$ cat src/rtl/kw_ram_nr_1ws_dff.sv
// Flip-flop RAM: one synchronous byte-masked write port, NUM_RD_PORTS asynchronous read ports,
// word-per-cycle clear sweep. Define KW_RAM_WR_ERR_EN to add the sticky wr_err output.
module kw_ram_nr_1ws_dff #(
  parameter int DATA_WIDTH   = 32,
  parameter int DEPTH        = 16,
  parameter int NUM_RD_PORTS = 2,
  parameter int BYTE_WIDTH   = 8,
  parameter int WRITE_BYPASS = 0,
  parameter int ADDR_WIDTH   = $clog2(DEPTH),
  parameter int MASK_WIDTH   = DATA_WIDTH / BYTE_WIDTH
) (
  input  logic                               clock,
  input  logic                               reset,
  input  logic                               clear,
  input  logic                               cs_n,
  input  logic                               we_n,
  input  logic [ADDR_WIDTH-1:0]              wr_addr,
  input  logic [MASK_WIDTH-1:0]              wr_mask,
  input  logic [DATA_WIDTH-1:0]              data_in,
  input  logic [NUM_RD_PORTS*ADDR_WIDTH-1:0] rd_addr,
  output logic [NUM_RD_PORTS*DATA_WIDTH-1:0] data_out,
  output logic                               ready
`ifdef KW_RAM_WR_ERR_EN
  ,
  output logic                               wr_err
`endif
);

`ifndef SYNTHESIS
  if (DATA_WIDTH < 1 || DATA_WIDTH > 256 || DEPTH < 2 || DEPTH > 256 ||
      NUM_RD_PORTS < 1 || NUM_RD_PORTS > 8 ||
      BYTE_WIDTH < 1 || BYTE_WIDTH > DATA_WIDTH ||
      (DATA_WIDTH % BYTE_WIDTH) != 0 ||
      (WRITE_BYPASS != 0 && WRITE_BYPASS != 1)) begin : g_bad_params
    $fatal(1, "kw_ram_nr_1ws_dff: illegal parameter combination");
  end
`endif

  localparam int                    AW1       = ADDR_WIDTH + 1;
  localparam logic [AW1-1:0]        DEPTH_X   = AW1'(DEPTH);
  localparam logic [ADDR_WIDTH-1:0] LAST_ADDR = ADDR_WIDTH'(DEPTH - 1);

  typedef enum logic {CLEAR, IDLE} state_t;

  state_t                state;
  logic [ADDR_WIDTH-1:0] clr_ptr;
  logic [DATA_WIDTH-1:0] mem [DEPTH];

  logic                  wr_attempt;
  logic                  wr_ok;
  logic [DATA_WIDTH-1:0] wr_word;

  function automatic logic in_range(input logic [ADDR_WIDTH-1:0] a);
    return {1'b0, a} < DEPTH_X;
  endfunction

  function automatic logic [DATA_WIDTH-1:0] merge_lanes(input logic [DATA_WIDTH-1:0] old_w,
                                                        input logic [DATA_WIDTH-1:0] new_w,
                                                        input logic [MASK_WIDTH-1:0] mask);
    logic [DATA_WIDTH-1:0] r;
    r = old_w;
    for (int i = 0; i < MASK_WIDTH; i++) begin
      if (mask[i]) r[i*BYTE_WIDTH +: BYTE_WIDTH] = new_w[i*BYTE_WIDTH +: BYTE_WIDTH];
    end
    return r;
  endfunction

  // A user write lands only in IDLE; reset and clear both take priority over it.
  assign wr_attempt = !cs_n && !we_n;
  assign wr_ok      = wr_attempt && (state == IDLE) && !reset && !clear && in_range(wr_addr);
  assign wr_word    = merge_lanes(mem[wr_addr], data_in, wr_mask);

  always_ff @(posedge clock) begin
    if (reset) begin
      state   <= CLEAR;
      clr_ptr <= '0;
      ready   <= 1'b0;
    end else begin
      case (state)
        CLEAR: begin
          if (clr_ptr == LAST_ADDR) begin
            state   <= IDLE;
            clr_ptr <= '0;
            ready   <= 1'b1;
          end else begin
            clr_ptr <= clr_ptr + ADDR_WIDTH'(1);
          end
        end
        IDLE: begin
          if (clear) begin
            state   <= CLEAR;
            clr_ptr <= '0;
            ready   <= 1'b0;
          end
        end
      endcase
    end
  end

  // Storage has no reset; the sweep zeroes it one word per cycle.
  always_ff @(posedge clock) begin
    if (state == CLEAR && !reset) begin
      mem[clr_ptr] <= '0;
    end else if (wr_ok) begin
      mem[wr_addr] <= wr_word;
    end
  end

  always_comb begin
    logic [ADDR_WIDTH-1:0] raddr;
    raddr    = '0;
    data_out = '0;
    for (int p = 0; p < NUM_RD_PORTS; p++) begin
      raddr = rd_addr[p*ADDR_WIDTH +: ADDR_WIDTH];
      if (ready && in_range(raddr)) begin
        if (WRITE_BYPASS == 1 && wr_ok && raddr == wr_addr) begin
          data_out[p*DATA_WIDTH +: DATA_WIDTH] = wr_word;
        end else begin
          data_out[p*DATA_WIDTH +: DATA_WIDTH] = mem[raddr];
        end
      end
    end
  end

`ifdef KW_RAM_WR_ERR_EN
  // Sticky until reset: any attempted write that did not reach storage.
  always_ff @(posedge clock) begin
    if (reset) begin
      wr_err <= 1'b0;
    end else if (wr_attempt && (state == CLEAR || clear || !in_range(wr_addr))) begin
      wr_err <= 1'b1;
    end
  end
`endif

endmodule
$ cat config.mk
export PLATFORM = sky130hd
export DESIGN_NAME = kw_ram_nr_1ws_dff
export DESIGN_NICKNAME = d
export VERILOG_FILES = /design/src/rtl/kw_ram_nr_1ws_dff.sv
export SDC_FILE = /design/constraint.sdc
export NUM_CORES = 1
export LEC_CHECK = 0
export CORE_AREA = 2 2 251 253
export CTS_BUF_LIST = sky130_fd_sc_hd__clkbuf_16
export DETAILED_ROUTE_END_ITERATION = 10
export DIE_AREA = 0 0 253 255
export GPL_ROUTABILITY_DRIVEN = 1
export HOLD_SLACK_MARGIN = 0.1
export SETUP_SLACK_MARGIN = 0.15
export SYNTH_ARGS = -nofsm -noshare
export SYNTH_HDL_FRONTEND = slang
export SYNTH_SLANG_ARGS = --single-unit
$ cat constraint.sdc
create_clock -name clock -period 2.8 [get_ports clock]
set_clock_uncertainty 0.05 [all_clocks]
set_input_delay 0.56 -clock clock [delete_from_list [all_inputs] [get_ports clock]]
set_output_delay 0.56 -clock clock [all_outputs]
set_load 0.1 [all_outputs]
======== Yosys cells after proc, flatten, opt, wreduce, memory -nomap -nowiden ========
Memory sizes are Yosys's and may differ from the RTL's.
Index checks and enable logic that the tools add are counted.
word-level totals
  memories ................................ 1
  output and inout bits ................... 65
  word-level logic and storage cells ...... 51
  bits of input ports ..................... 53
  bits in registers ....................... 6
  RAM bits ................................ 512
operators by class
  equality and inequality tests ........... 7
  add/sub/neg operators ................... 1
  muxes and demuxes ....................... 23
  reductions and logical operators ........ 15
  bitwise gates (word level) .............. 1
memories
  name  depth  width  rd ports  clocked after Yosys merged registers in  wr ports  line  RTL
  mem   16     32     2         0                                        1         47    logic [DATA_WIDTH-1:0] mem [DEPTH];
operator list
  kind                                                           number
  32-bit 2-to-1 mux                                              3
  8-bit 2-to-1 mux                                               4
  32-bit OR reduction                                            1
  4-bit 2-to-1 mux                                               4
  2-bit AND reduction                                            5
  1-bit 2-to-1 mux                                               9
  4-bit one-hot mux with 2 select lines                          1
  1-bit logical AND                                              5
  4-bit by 1-bit adder with 4-bit output, second input constant  1
  4-bit equality test, second input constant                     1
  1-bit zero test                                                4
  1-bit != test, second input constant                           4
  2-bit != test, second input constant                           2
  1-bit one-hot mux with 2 select lines                          2
  1-bit NOT                                                      1

======== Depth between registers and ports, before layout ========
  depth in word-level cells ............... 11
  gate-level depth with buffers ........... 8
  depth with buffers taken out ............ 5

======== Worst setup path before layout ========
No wires, ideal clock.
  path type ............................... register to output
  start point ............................. register ready
  end point ............................... output port data_out[54]
  setup slack ............................. -1,386 ps
  stages on the path, launching flop included .. 7
  path buffers ............................ 3
  arrival ................................. 3,576 ps
  required time ........................... 2,190 ps
  cells stage by stage .................... dfxtp_1 > clkbuf_1 > and2_1 > clkbuf_1 > clkbuf_1 > a32oi_1 > o211ai_1
on the way
  cells in the longest elaborated chain, start to end .. 1
ends and longest elaborated chain
  what                      line  RTL
  start: declaration        22    output logic ready
  start signal: assignment  77    ready <= 1'b0;
  start signal: assignment  84    ready <= 1'b1;
  start signal: assignment  93    ready <= 1'b0;
  32-bit 2-to-1 mux         115   if (ready && in_range(raddr)) begin
  end: declaration          21    output logic [NUM_RD_PORTS*DATA_WIDTH-1:0] data_out,
No other way between the ends.

==> metrics.txt <==
run status=finished with violations; violations in the final reports=setup timing; GR Util met3=3.85%; final setup margin=-0.162 ns; fraction of layout instances using a drive strength above 1=52.6%; CTS tree=done; area of the mapped netlist=24,600 um2; relative max-transition margin=50.8%; fin nets=1,770; cts bufs inserted=54; number of buffers inserted by port buffering=roughly 120; static leakage=10.8 nW; pin count of the biggest net entering global routing=53; busiest metal layer after global routing=met2; Std-Cell Rows=92; hold buffer count at CTS=0; share of total power consumed by net switching=between 20% and 30%; Hold Violations, Final=0; latest clock arrival within the worst-skew pair=0.60 ns; area post-placement=31,200 um2; clk sink count=518; buffers plus inverters on the worst setup path=1; transition time at the pin with the least slew margin=0.738 ns; top flip-flop cell by instance count after synthesis=edfxtp_1; num ports=118; Final setup violation count=19; WL/cell=28.6 um; clock group share of total power=40.6%; worst min-delay path category=reg2reg; Critical Path Slowest Stage Cell=mux4_2; vias in the first global route=15,700; Max rail drop VDD=519 uV; initial drt markers=1,232; post-route cell area=between 30,000 and 40,000 um2; Pint=around 0.013 W; Final Max Slew Viols=0; worst-path cell chain=mux4_2, a22o_1, a221o_4, buf_12; mean number of vias per cell=around 6; most area-hungry cell type in the Yosys netlist=edfxtp_1; Worst setup EP type=output port; ratio of total power to cell area=497 nW/um2; GR Util met1=around 31%; pre-CTS setup slack=-0.675 ns; die area=between 60,000 and 70,000 um2; kind of critical path=reg2out; maximum capacitance violations=0; vias after detailed routing=around 15,000; synthesized instance count=1,306; number of flops mapped to enable cells by yosys=512; peak clock frequency supported by timing=338 MHz; FF-to-FF setup slack=0.34 ns; Synth Net Count=between 1,000 and 1,500; combinational fraction of design power=9.5%; global-route total usage across every layer=~23%; number of buffers between clock root and the deepest sink=3; wirelength, routed=73,200 um; cell type group with the largest total delay on the critical path=compound AO/OA/AOI/OAI gates; Die Span X=around 250 um; fraction of power consumed by sequential logic=49.9%; RSZ-0062 raised after global routing=true; number of synthesized register bits=518; number of iterations in the first detailed-routing pass=5; post-detailed-route count of antenna-violating nets=0; worst endpoint required time=2.19 ns; clock-pin slew of the registers on the worst-case setup and hold paths=0.06 ns; initial standard-cell utilization of the core=just under 40%; count leader, synth=edfxtp_1; layout overhead on the synthesized area=40.7%; share of synthesized area occupied by flip-flops and latches=between 60% and 70%; number of library cell types mapped by synthesis=50; most frequent cells after synthesis=edfxtp_1 (512), mux4_2 (234), mux2i_1 (130), nor2_1 (72), clkbuf_1 (45); net load switching power=0.00378 W; kind of start point of the critical path=register; Residual DRC=0; number of antenna violations at the first check in global routing=1; first-pass GRT wire length=106,000 um; DPL Wire Length=around 50,000 um; fraction of synthesized cell area taken by the top area cell type=a little over three fifths; Total Neg Setup Slack=-1.27 ns; worst stage delay on the critical path=between 0.5 and 0.6 ns; top cells by area, synth=edfxtp_1 (63%), mux4_2 (21%), mux2i_1 (5.3%); total gr overflow=0; core footprint=62,200 um2; global routing usage on met2=38.2%; clk root buf=clkbuf_16; Tcrit/Tclk final=106%; critical path fanouts, max=2; final critical delay including setup and external delays=2.96 ns; H-tree depth reported by CTS=2; die height=about 260 um; Routability Congestion=around 0.83; average cell area after synthesis=roughly 19 um2; CP arrival=2.35 ns; count of synthesis-stage warnings from yosys=0; utilization after layout=55.7%; fraction of synthesis flops using an asynchronous set or reset pin=0%
worst register-to-register path, stage by stage, from the launching register on:
cell and delay [ns]:
dfxtp_1 0.32, or4b_4 0.49, buf_4 0.16, or4_4 0.47, buf_6 0.16, o211ai_4 0.21, buf_6 0.18, nor2_2 0.05
buf_12 0.13
repair_timing:
item | in CTS | in global routing
setup endpoints to repair | 219 | 290
setup buffers | 28 | 12
pin swaps | 36 | 18
gates resized for setup | 130 | 59
cloned | 15 | 1
cells by family (layout without fill, tap and decap cells):
group,Yosys count,after routing,share of synthesized area (%)
muxes,369,369,27.0
buffers and inverters,100,554,1.82
AOI/OAI and AO/OA,124,124,3.84
other,0,1,0
adders and majority gates,1,1,0.0509
and+or+nand+nor,194,194,4.31
DFF,518,518,63.0
power by group through the flow:
stage          logic [W]  clock network (W)  registers [W]
2_1_floorplan   0.000813                  0        0.00872
3_3_place_gp     0.00136                  0        0.00874
3_5_place_dp     0.00137                  0        0.00875
4_1_cts          0.00159            0.00707        0.00858
5_1_grt          0.00170            0.00738        0.00859
6_report         0.00163            0.00698        0.00858
state kept, by name (all words and copies together) (netlist names):
name     count
ready        1
state        1
mem        512
clr_ptr      4
path summary, 6_finish.rpt:
| path | cells after the start | end | start |
|---|---|---|---|
| setup / recovery | 4 | data_out[43] | mem[15][11] |
| hold reg to reg | 2 | clr_ptr[3] | clr_ptr[2] |
| setup reg to reg | 8 | mem[15][5] | state |
| hold / removal | 2 | clr_ptr[3] | clr_ptr[2] |
per-layer routing:
metal  vias to the layer above  routed length (um)
met1                      8008               30200
met5                         -                  10
met3                       127                4370
met2                       545               36500
li1                       6453                   -
met4                         2                2110
cell type report:
cell class	instances	area, um2
multi-input combinational	688	10200
tap	799	1000
antenna	1	2.50
clock inverter	43	305
fill	4667	27500
sequential	518	15500
inverter	2	7.51
timing repair buffer	452	6190
clock buffer	57	1430
per-stage QoR:
step                      hold WS, ns  std cells  total power, W
after floorplan                 0.503       1306         0.00953
after global placement          0.516       2403          0.0101
after detailed placement        0.524       2403          0.0101
after CTS                       0.595       2546          0.0172
after global routing            0.640       2559          0.0177
final                           0.586       2560          0.0172
layout by cell type (no fill, tap or decap), types with 14 or more instances in the layout:
cell type        instances
clkinv_2                14
clkbuf_16               61
buf_4                  192
buf_12                 157
nand2_1                 24
mux4_2                 234
edfxtp_1               512
and2_1                  36
mux2i_1                 87
a22o_1                  15
o22ai_4                 42
buf_16                  21
mux2i_2                 20
clkdlybuf4s50_1         44
nor2_4                  27
mux2i_4                 27
buf_6                   17
nor2_2                  37
Power figures use the tool's default switching activity.
